===== src/rtl/alu_seq_calc_pkg.sv =====
// Shared opcode and FSM definitions for the sequential ALU calculator.
package alu_seq_pkg;

    localparam logic [2:0] OP_ADD = 3'b000;
    localparam logic [2:0] OP_SUB = 3'b001;
    localparam logic [2:0] OP_AND = 3'b010;
    localparam logic [2:0] OP_OR  = 3'b011;
    localparam logic [2:0] OP_XOR = 3'b100;
    localparam logic [2:0] OP_MUL = 3'b101;
    localparam logic [2:0] OP_DIV = 3'b110;
    localparam logic [2:0] OP_SHL = 3'b111;

    typedef enum logic [1:0] {
        S_IDLE,
        S_EXEC,
        S_ITER,
        S_DONE
    } state_t;

    // Multiply and divide run through the iterative unit; everything else is single-cycle.
    function automatic logic is_iter_op(input logic [2:0] op);
        return (op == OP_MUL) || (op == OP_DIV);
    endfunction

endpackage


===== src/rtl/alu_seq_calc_mul_div_iter.sv =====
// Iterative unsigned unit: shift-add multiply and restoring divide, one step per clock.
module mul_div_iter #(
    parameter int WIDTH = 8
) (
    input  logic               clk,
    input  logic               rst,
    input  logic               start,
    input  logic               is_div,
    input  logic [WIDTH-1:0]   a,
    input  logic [WIDTH-1:0]   b,
    output logic               busy,
    output logic               done,
    output logic [2*WIDTH-1:0] prod_or_qr,
    output logic               dz
);

    localparam int CW = $clog2(WIDTH + 1);

    // r_hi/r_lo hold {partial product, multiplier} or {remainder, dividend->quotient}.
    logic [WIDTH-1:0] r_hi;
    logic [WIDTH-1:0] r_lo;
    logic [WIDTH-1:0] r_b;
    logic             r_div;
    logic [CW-1:0]    r_cnt;
    logic             r_busy;
    logic             r_done;
    logic             r_dz;

    logic [WIDTH:0]   w_add;
    logic [WIDTH:0]   w_shift;
    logic [WIDTH:0]   w_trial;
    logic             w_neg;

    assign w_add   = {1'b0, r_hi} + (r_lo[0] ? {1'b0, r_b} : '0);
    assign w_shift = {r_hi, r_lo[WIDTH-1]};
    assign w_trial = w_shift - {1'b0, r_b};
    assign w_neg   = w_trial[WIDTH];

    always_ff @(posedge clk) begin
        if (rst) begin
            r_hi   <= '0;
            r_lo   <= '0;
            r_b    <= '0;
            r_div  <= 1'b0;
            r_cnt  <= '0;
            r_busy <= 1'b0;
            r_done <= 1'b0;
            r_dz   <= 1'b0;
        end else begin
            r_done <= 1'b0;
            if (start) begin
                r_div  <= is_div;
                r_b    <= b;
                r_busy <= 1'b1;
                r_dz   <= 1'b0;
                if (is_div && (b == '0)) begin
                    r_hi   <= a;
                    r_lo   <= '1;
                    r_dz   <= 1'b1;
                    r_done <= 1'b1;
                    r_cnt  <= '0;
                end else begin
                    r_hi  <= '0;
                    r_lo  <= a;
                    r_cnt <= CW'(WIDTH);
                end
            end else if (r_done) begin
                r_busy <= 1'b0;
            end else if (r_busy) begin
                if (r_div) begin
                    r_hi <= w_neg ? w_shift[WIDTH-1:0] : w_trial[WIDTH-1:0];
                    r_lo <= {r_lo[WIDTH-2:0], ~w_neg};
                end else begin
                    r_hi <= w_add[WIDTH:1];
                    r_lo <= {w_add[0], r_lo[WIDTH-1:1]};
                end
                r_cnt <= r_cnt - CW'(1);
                if (r_cnt == CW'(1)) begin
                    r_done <= 1'b1;
                end
            end
        end
    end

    assign busy       = r_busy;
    assign done       = r_done;
    assign prod_or_qr = {r_hi, r_lo};
    assign dz         = r_dz;

endmodule


===== src/rtl/alu_seq_calc.sv =====
// Button-driven ALU calculator: operand registers, start handshake, single-cycle ops,
// iterative multiply/divide, status flags and an accumulator feedback into A.
module alu_seq_calc
    import alu_seq_pkg::*;
#(
    parameter int WIDTH = 8,
    parameter int SHW   = $clog2(WIDTH)
) (
    input  logic               clk,
    input  logic               rst,
    input  logic               btn_a,
    input  logic               btn_b,
    input  logic               btn_go,
    input  logic               acc_mode,
    input  logic [WIDTH-1:0]   in,
    input  logic [2:0]         sel,
    output logic               busy,
    output logic               done,
    output logic [2*WIDTH-1:0] result,
    output logic [WIDTH-1:0]   a_q,
    output logic [WIDTH-1:0]   b_q,
    output logic               flag_z,
    output logic               flag_c,
    output logic               flag_v,
    output logic               flag_dz
);

    logic [2:0]         r_btn_prev;
    state_t             r_state;
    logic [2:0]         r_op;
    logic [WIDTH-1:0]   r_wa;
    logic [WIDTH-1:0]   r_wb;
    logic [WIDTH-1:0]   r_a;
    logic [WIDTH-1:0]   r_b;
    logic [2*WIDTH-1:0] r_result;
    logic               r_z;
    logic               r_c;
    logic               r_v;
    logic               r_dz;
    logic               r_busy;
    logic               r_done;

    logic               w_edge_a;
    logic               w_edge_b;
    logic               w_edge_go;
    logic               w_start;
    logic               w_md_busy;
    logic               w_md_done;
    logic               w_md_finish;
    logic               w_md_dz;
    logic [2*WIDTH-1:0] w_md_res;

    logic [WIDTH:0]     w_sum;
    logic [WIDTH:0]     w_diff;
    logic [2*WIDTH-1:0] w_shl;
    logic [2*WIDTH-1:0] w_exec_res;
    logic               w_exec_c;
    logic               w_exec_v;

    assign w_edge_a  = btn_a  & ~r_btn_prev[0];
    assign w_edge_b  = btn_b  & ~r_btn_prev[1];
    assign w_edge_go = btn_go & ~r_btn_prev[2];

    assign w_start     = (r_state == S_IDLE) && w_edge_go && is_iter_op(sel) && !w_md_busy;
    assign w_md_finish = w_md_done & w_md_busy;

    mul_div_iter #(
        .WIDTH(WIDTH)
    ) u_mul_div (
        .clk       (clk),
        .rst       (rst),
        .start     (w_start),
        .is_div    (sel == OP_DIV),
        .a         (r_a),
        .b         (r_b),
        .busy      (w_md_busy),
        .done      (w_md_done),
        .prod_or_qr(w_md_res),
        .dz        (w_md_dz)
    );

    assign w_sum  = {1'b0, r_wa} + {1'b0, r_wb};
    assign w_diff = {1'b0, r_wa} - {1'b0, r_wb};
    assign w_shl  = {{WIDTH{1'b0}}, r_wa} << r_wb[SHW-1:0];

    always_comb begin
        w_exec_res = '0;
        w_exec_c   = 1'b0;
        w_exec_v   = 1'b0;
        case (r_op)
            OP_ADD: begin
                w_exec_res = {{(WIDTH-1){1'b0}}, w_sum};
                w_exec_c   = w_sum[WIDTH];
                w_exec_v   = (r_wa[WIDTH-1] == r_wb[WIDTH-1]) && (w_sum[WIDTH-1] != r_wa[WIDTH-1]);
            end
            OP_SUB: begin
                w_exec_res = {{(WIDTH-1){1'b0}}, w_diff};
                w_exec_c   = w_diff[WIDTH];
                w_exec_v   = (r_wa[WIDTH-1] != r_wb[WIDTH-1]) && (w_diff[WIDTH-1] != r_wa[WIDTH-1]);
            end
            OP_AND:  w_exec_res = {{WIDTH{1'b0}}, r_wa & r_wb};
            OP_OR:   w_exec_res = {{WIDTH{1'b0}}, r_wa | r_wb};
            OP_XOR:  w_exec_res = {{WIDTH{1'b0}}, r_wa ^ r_wb};
            OP_SHL:  w_exec_res = w_shl;
            default: w_exec_res = '0;
        endcase
    end

    always_ff @(posedge clk) begin
        if (rst) begin
            // History starts at 1 so a button held through reset produces no edge.
            r_btn_prev <= '1;
            r_state    <= S_IDLE;
            r_op       <= OP_ADD;
            r_wa       <= '0;
            r_wb       <= '0;
            r_a        <= '0;
            r_b        <= '0;
            r_result   <= '0;
            r_z        <= 1'b0;
            r_c        <= 1'b0;
            r_v        <= 1'b0;
            r_dz       <= 1'b0;
            r_busy     <= 1'b0;
            r_done     <= 1'b0;
        end else begin
            r_btn_prev <= {btn_go, btn_b, btn_a};
            case (r_state)
                S_IDLE: begin
                    if (w_edge_a) r_a <= in;
                    if (w_edge_b) r_b <= in;
                    if (w_edge_go) begin
                        // NOTE: non-blocking assignment means the working copies take A/B
                        // as they were before any load in this same cycle.
                        r_op    <= sel;
                        r_wa    <= r_a;
                        r_wb    <= r_b;
                        r_busy  <= 1'b1;
                        r_state <= is_iter_op(sel) ? S_ITER : S_EXEC;
                    end
                end
                S_EXEC: begin
                    r_result <= w_exec_res;
                    r_z      <= (w_exec_res == '0);
                    r_c      <= w_exec_c;
                    r_v      <= w_exec_v;
                    r_dz     <= 1'b0;
                    r_done   <= 1'b1;
                    r_state  <= S_DONE;
                end
                S_ITER: begin
                    if (w_md_finish) begin
                        r_result <= w_md_res;
                        r_z      <= (w_md_res == '0);
                        r_c      <= 1'b0;
                        r_v      <= 1'b0;
                        r_dz     <= w_md_dz;
                        r_done   <= 1'b1;
                        r_state  <= S_DONE;
                    end
                end
                S_DONE: begin
                    if (acc_mode) r_a <= r_result[WIDTH-1:0];
                    r_done  <= 1'b0;
                    r_busy  <= 1'b0;
                    r_state <= S_IDLE;
                end
                default: r_state <= S_IDLE;
            endcase
        end
    end

    assign busy    = r_busy;
    assign done    = r_done;
    assign result  = r_result;
    assign a_q     = r_a;
    assign b_q     = r_b;
    assign flag_z  = r_z;
    assign flag_c  = r_c;
    assign flag_v  = r_v;
    assign flag_dz = r_dz;

endmodule

===== config.mk =====
export PLATFORM = sky130hd
export DESIGN_NAME = alu_seq_calc
export DESIGN_NICKNAME = d
export VERILOG_FILES = /design/src/rtl/alu_seq_calc_pkg.sv /design/src/rtl/alu_seq_calc_mul_div_iter.sv /design/src/rtl/alu_seq_calc.sv
export SDC_FILE = /design/constraint.sdc
export NUM_CORES = 1
export LEC_CHECK = 0
export ABC_AREA = 1
export BUFFER_PORTS_ARGS = -buffer_cell sky130_fd_sc_hd__buf_2
export CORE_MARGIN = 3
export CORE_UTILIZATION = 55
export DETAILED_ROUTE_END_ITERATION = 7
export GPL_ROUTABILITY_DRIVEN = 0
export HOLD_SLACK_MARGIN = 0.02
export PLACE_DENSITY = 0.74
export RECOVER_POWER = 100
export SLEW_MARGIN = 40
export SYNTH_ARGS = -nofsm -noshare
export SYNTH_HDL_FRONTEND = slang
export SYNTH_HIERARCHICAL = 1
export SYNTH_SLANG_ARGS = --single-unit

===== constraint.sdc =====
create_clock -name clk -period 4.2 [get_ports clk]
set_input_delay 0.21 -clock clk [delete_from_list [all_inputs] [get_ports clk]]
set_output_delay 0.21 -clock clk [all_outputs]
set_load 0.05 [all_outputs]

==> impl_metrics.py, run 1 <==
metrics = {
    "yosys": {
        "postSynthCellCount": 1022,
        "synth_top_family_by_area": "simple AND/OR/NAND/NOR gates",
        "yosysSeqAreaShare_pct": 28.1,
        "netlist.area_leader.share_pct": 28.1,
        "yosys.cell_types.count": 50,
        "ys_ff_latch": 94,
        "yosys-top-cells-area": "dfxtp_1 28%, nand2_1 12%, ha_1 9.1%, o21ai_0 7.7%, nand3_1 6.9%",
        "yosysWarnings": 6,
        "syn_area_um2": 6700,
        "ys.flop_type": "dfxtp_1",
        "synth_compound_area_share_pct": 17.6,
        "async_flop_share_pct": 0,
        "yosysTopAreaCell": "dfxtp_1",
        "synth_edf_count": 0,
        "synthXorXnorAreaFrac_pct": 1.05,
        "synth_nets": 1092,
        "synthMuxAreaShare_pct": 0,
        "synthAdderAreaFrac_pct": 10.3,
        "syn-mean-instance-area_um2": 6.56,
        "synthSimpleGateAreaFrac_pct": 31.8,
    },
    "placement": {
        "place_area_um2": 6940,
        "io_buffers": 54,
        "dp_cells": 1180,
        "hpwl_mm": 14.8,
    },
    "status": {
        "violations": "capacitance limit, slew limit",
        "status": "complete, but fails checks",
    },
    "timing": {
        "maxSlewViolCount": 31,
        "fin_skew_ns": 0.00960,
        "min_period_ns": 3.15,
        "clock.fmax_mhz": 317,
        "hold_viol": 0,
        "rsz0062_at_grt": "false",
        "setup_tns_ns": 0,
        "setup_violations": 0,
        "worstMarginPinSlew_ns": 1.51,
        "finalCritPeriodShare_pct": 75.0,
        "max-slew-margin-rel_pct": -0.797,
    },
    "setup_path": {
        "cp_cell_sequence": "inv_1 > ha_1 > inv_1 > a21oi_1 > nor2_1 > inv_2 > a21oi_1 > o21ai_0 > a21oi_1",
        "slowest_stage": "nor2_1",
        "r2r_end": "result[3]",
        "crit_family": "buffers and inverters",
        "crit_buf_inv": 3,
        "r2r_cells": 9,
        "crit_type": "register to register",
        "cp-start-kind": "register",
        "cpPeakStageDelay_ns": 0.67,
        "crit_cells": 9,
        "reg2reg_from": "r_state[0]",
        "endpoint_kind": "register",
        "cp.required_ns": 4.46,
        "cp_common_cell": "a21oi_1",
        "regToRegSetupSlack_ns": 1.05,
        "cp_max_fo": 26,
        "critPathArrivalTime_ns": 3.41,
    },
    "finish": {
        "final_common_cell": "nand2_1",
        "fin_cells": 1196,
        "fillCellCount": 1102,
        "layout-drive-gt1-share_pct": 7.22,
        "syn_to_final_growth_pct": 7.13,
        "fin_area_um2": 7180,
        "antenna_cells": 0,
        "nNetsFinal": 1118,
        "layout_common_cells": "221 x nand2_1, 122 x inv_1, 106 x o21ai_0",
    },
    "drt": {
        "first_pass_iters": 6,
        "postRouteAntennaNets": 0,
        "drt-total-wl_mm": 19.7,
        "post-route-drc-count": 0,
        "vias_per_cell": 5.75,
        "vias": 6874,
        "first_iter_violations": 918,
        "wire_per_inst_um": 16.5,
    },
    "power_and_ir_drop": {
        "switching_share_pct": 45.7,
        "power_density_nw_per_um2": 478,
        "combPwrFrac_pct": 40.7,
        "clkPwrFrac_pct": 25.0,
        "p_switching_mw": 1.57,
        "seqPwrFrac_pct": 34.3,
        "p_int_mw": 1.86,
        "p_leak_nw": 3.33,
        "peakVddDrop_mv": 0.321,
    },
    "global_route": {
        "grt_max_degree": 45,
        "grt.overflow.total": 0,
        "grt_use_total_pct": 29.7,
        "grt_pass1_vias": 6036,
        "antenna_found_initial": 0,
        "grt_pass1_wl_mm": 31.6,
    },
    "worst_hold_path": {
        "hp-class": "input pin to register",
        "hp-start": "btn_b",
        "hold_path_depth": 3,
        "hold_end": "r_btn_prev[1]",
    },
    "die": {
        "die_area_um2": 13600,
        "fp.dieW_um": 116,
        "rows": 39,
        "die_h_um": 116,
        "core_area_um2": 11700,
        "start_util_pct": 57.5,
        "ios": 55,
    },
    "clock_tree": {
        "cts_buffers": 9,
        "path_clk_slew_ns": 0.07,
        "cts.path.max_buffers": 2,
        "ctsRootBufferMaster": "clkbuf_16",
        "cts_resized": 0,
        "tritoncts": "done",
        "cts_max_level": 3,
        "cts.sinks": 94,
        "cts_hold_buffers": 0,
        "clock_latency_ns": 0.35,
        "cts_setup_buffers": 0,
    },
    "flow_run": {
        "maxCapViolCount": 1,
    },
}
-- cells by family after synthesis --
family,Yosys count
flip-flops,94
AO/OA/AOI/OAI,222
XOR/XNOR,8
adder cells (fa/ha/maj),53
buffers and inverters,173
AND/OR/NAND/NOR,472
-- cell usage after synthesis, types with 5 or more instances --
library cell,instances
xor2_1,6
inv_2,10
clkbuf_1,18
nand2_1,221
a31oi_1,9
buf_4,5
ha_1,49
dfxtp_1,94
nor2_1,98
a21oi_1,87
nand3_1,93
nor3_1,11
nand3b_1,6
buf_6,6
nand4_1,7
o21ai_0,103
inv_1,120
buf_2,9
nand3_2,5
-- final cells by class --
cell class              instances  area (µm²)  area share (%)
flip-flops and latches         94        1880            26.2
well taps                     143         179            2.49
multi-input cells             755        4070            56.6
clock buffers                   9         225            3.14
clock inverters                 7        88.8            1.24
repair buffers                 56         236            3.29
inverters                     132         503            7.00
-- state kept, by name, indices dropped and copies added (netlist names), 4 cells and up --
name and cells:
result 16, a_q 8, b_q 8, r_wa 8
r_wb 8, u_mul_div/r_b 8, u_mul_div/r_hi 8, u_mul_div/r_lo 8
u_mul_div/r_cnt 4
-- metrics by stage --
| stage | power (mW) | utilization [%] | hold WS [ns] | setup slack, ns |
|---|---|---|---|---|
| floorplan | 2.26 | - | 0.316 | 2.06 |
| global placement | 2.57 | 59.4 | 0.408 | 1.65 |
| detailed placement | 2.59 | 59.5 | 0.412 | 1.57 |
| CTS | 3.44 | 62.2 | 0.0427 | 1.55 |
| global route | 3.64 | 61.6 | 0.0652 | 0.767 |
| finish | 3.44 | 61.6 | 0.0552 | 1.05 |
-- worst min-delay path, stage by stage --
cell and delay [ns]:
buf_2 0.07, inv_1 0.04, nand2_1 0.05
-- per-layer routing --
metal	vias to the layer above	wire, µm	part of all wire (%)	global-route usage, %
li1	3392	-	-	-
met1	3069	9170	47	45.6
met2	376	8010	41	41.8
met3	37	2100	11	4.92
met4	0	432	2.2	10.1
met5	-	0	0	0
-- power by group through the flow --
stage	clock network, mW	logic, mW	registers [mW]
2_1_floorplan	0	0.907	1.35
3_3_place_gp	0	1.38	1.19
3_5_place_dp	0	1.40	1.19
4_1_cts	0.865	1.41	1.17
5_1_grt	0.902	1.55	1.19
6_report	0.858	1.40	1.18
-- how the worst max path moves through the flow --
stage,start,end
after floorplan,u_mul_div/r_lo[0],u_mul_div/r_hi[5]
after global placement,r_state[0],u_mul_div/r_hi[5]
after detailed placement,r_state[0],u_mul_div/r_hi[5]
after CTS,r_state[0],u_mul_div/r_hi[5]
after global routing,r_state[0],result[7]
final,r_state[0],result[3]
Power figures use the tool's default switching activity.
==> run 2: changes to the inputs <==
==> constraint.sdc (replaced) <==
create_clock -name clk -period 3.25 [get_ports clk]
set_input_delay 0.1625 -clock clk [delete_from_list [all_inputs] [get_ports clk]]
set_output_delay 0.1625 -clock clk [all_outputs]
set_load 0.05 [all_outputs]
==> run 2 against run 1 <==
  * The run still ends with capacitance limit, slew limit left
  * Hold slack got worse by 0.032 ns
  * Die area unchanged
  * Design area decreased by 0.10%
  * Global-route usage rose by 0.84 points
  * Clock-buffer cell count unchanged
==> impl_metrics.py, run 2 (synthesis results as in run 1) <==
metrics = {
    "timing": {
        "max-slew-margin-rel_pct": -0.0398,
        "maxSlewViolCount": 30,
        "finalCritPeriodShare_pct": 85.1,
        "setup_tns_ns": 0,
        "hold_ws_ns": 0.0229,
        "min_period_ns": 2.77,
        "fin_skew_ns": 0.00688,
        "clock.fmax_mhz": 362,
        "worstMarginPinSlew_ns": 1.50,
        "setup_violations": 0,
        "rsz0062_at_grt": "false",
        "hold_viol": 0,
    },
    "die": {
        "ios": 55,
        "core_area_um2": 11700,
        "fp.dieW_um": 116,
        "die_h_um": 116,
        "rows": 39,
        "die_area_um2": 13600,
        "start_util_pct": 57.5,
    },
    "setup_path": {
        "cp.required_ns": 3.51,
        "crit_family": "buffers and inverters",
        "cp_max_fo": 26,
        "reg2reg_from": "r_state[0]",
        "crit_buf_inv": 3,
        "r2r_cells": 9,
        "cp-start-kind": "register",
        "slowest_stage": "inv_1",
        "cp_cell_sequence": "inv_1 > ha_1 > inv_1 > a21oi_2 > nor2_2 > inv_2 > a21oi_1 > o21ai_0 > a21oi_1",
        "r2r_end": "result[3]",
        "regToRegSetupSlack_ns": 0.48,
        "crit_type": "register to register",
        "critPathArrivalTime_ns": 3.03,
        "endpoint_kind": "register",
        "cpPeakStageDelay_ns": 0.48,
    },
    "flow_run": {
        "maxCapViolCount": 1,
    },
    "finish": {
        "fin_area_um2": 7170,
        "largest_reg_flops": 16,
        "syn_to_final_growth_pct": 7.02,
        "fin_util_pct": 61.5,
        "antenna_cells": 0,
        "final_common_cell": "nand2_1",
        "layout_common_cells": "221 x nand2_1, 122 x inv_1, 106 x o21ai_0",
        "nNetsFinal": 1121,
        "layout-drive-gt1-share_pct": 7.39,
    },
    "power_and_ir_drop": {
        "seqPwrFrac_pct": 35.0,
        "combPwrFrac_pct": 41.8,
        "clkPwrFrac_pct": 23.2,
        "p_leak_nw": 3.33,
        "peakVddDrop_mv": 0.462,
        "switching_share_pct": 46.7,
        "power_density_nw_per_um2": 608,
        "p_int_mw": 2.33,
        "p_switching_mw": 2.04,
    },
    "global_route": {
        "grt_pass1_wl_mm": 32.3,
        "grt_use_met2_pct": 42.0,
        "use_met1_pct": 46.4,
        "busiest_layer": "met1",
        "grtUsageMet3_pct": 6.84,
        "grt_pass1_vias": 6064,
        "grt_use_total_pct": 30.6,
        "grt_max_degree": 45,
        "antenna_found_initial": 0,
        "grt.overflow.total": 0,
    },
    "clock_tree": {
        "cts.sinks": 94,
        "cts_max_level": 3,
        "cts_resized": 0,
        "clock_latency_ns": 0.35,
        "path_clk_slew_ns": 0.07,
        "ctsRootBufferMaster": "clkbuf_16",
        "cts_buffers": 9,
        "cts.path.max_buffers": 2,
        "tritoncts": "done",
    },
    "drt": {
        "wire_per_inst_um": 16.8,
        "post-route-drc-count": 0,
        "vias": 6882,
        "first_pass_iters": 6,
        "vias_per_cell": 5.74,
        "first_iter_violations": 838,
        "postRouteAntennaNets": 0,
        "drt-total-wl_mm": 20.1,
    },
    "placement": {
        "hpwl_mm": 15.1,
        "io_buffers": 54,
        "place_area_um2": 6950,
    },
    "status": {
        "violations": "capacitance limit, slew limit",
        "status": "complete, but fails checks",
    },
    "worst_hold_path": {
        "hp-start": "btn_a",
        "hold_end": "r_btn_prev[0]",
        "hp-class": "input pin to register",
        "hold_path_depth": 2,
    },
}
[run 2: cell types whose count changed in the layout (fill, tap and decap cells not counted), sizes merged]
cell,change
buf,+1
bufinv,-1
clkbuf,+1
clkinv,+1
dlygate4sd3,+1
[run 2: repair_timing]
| item | 4_1_cts | 5_1_grt |
|---|---|---|
| endpoints found under the hold margin | 1 | 0 |
| hold buffers | 1 | 0 |
| buffers inserted | 0 | 0 |
[run 2: area by class of cell]
cell class / count / area, µm²
clock buffers: 9 / 225
clock inverters: 7 / 56.3
fillers: 1132 / 4490
well taps: 143 / 179
inverters: 132 / 503
multi-input cells: 755 / 4070
repair buffers: 59 / 258
flip-flops and latches: 94 / 1880
[run 2: worst max path at each step]
stage,start,endpoint,slack (ns),cells after the start
floorplan,u_mul_div/r_lo[0],u_mul_div/r_hi[5],1.11,15
global placement,r_wb[1],flag_z,0.74,13
detailed placement,r_wb[1],flag_z,0.76,13
CTS,r_wb[1],flag_z,0.71,13
global route,r_state[0],result[3],0.21,9
finish,r_state[0],result[3],0.48,9
[run 2: power groups by stage]
| stage | sequential (mW) | clock [mW] | combinational, mW |
|---|---|---|---|
| after floorplan | 1.75 | 0 | 1.17 |
| after global placement | 1.54 | 0 | 1.79 |
| after detailed placement | 1.54 | 0 | 1.81 |
| after CTS | 1.51 | 1.02 | 1.83 |
| after global routing | 1.54 | 1.07 | 2.02 |
| final | 1.53 | 1.01 | 1.82 |
[run 2: metrics by stage]
step | total power [mW] | std cells | worst slack, ns
after global routing | 4.63 | 1199 | 0.209
after global placement | 3.34 | 1182 | 0.736
after floorplan | 2.92 | 1022 | 1.11
after CTS | 4.36 | 1199 | 0.713
final | 4.37 | 1199 | 0.485
after detailed placement | 3.35 | 1182 | 0.762
[run 2: per-layer routing]
layer / vias to the layer above / share of wire, % / wire (µm)
met3: 45 / 10 / 2080
met4: 0 / 3.0 / 605
met5: - / 0 / 0
met2: 350 / 40 / 8060
li1: 3389 / - / -
met1: 3098 / 47 / 9380
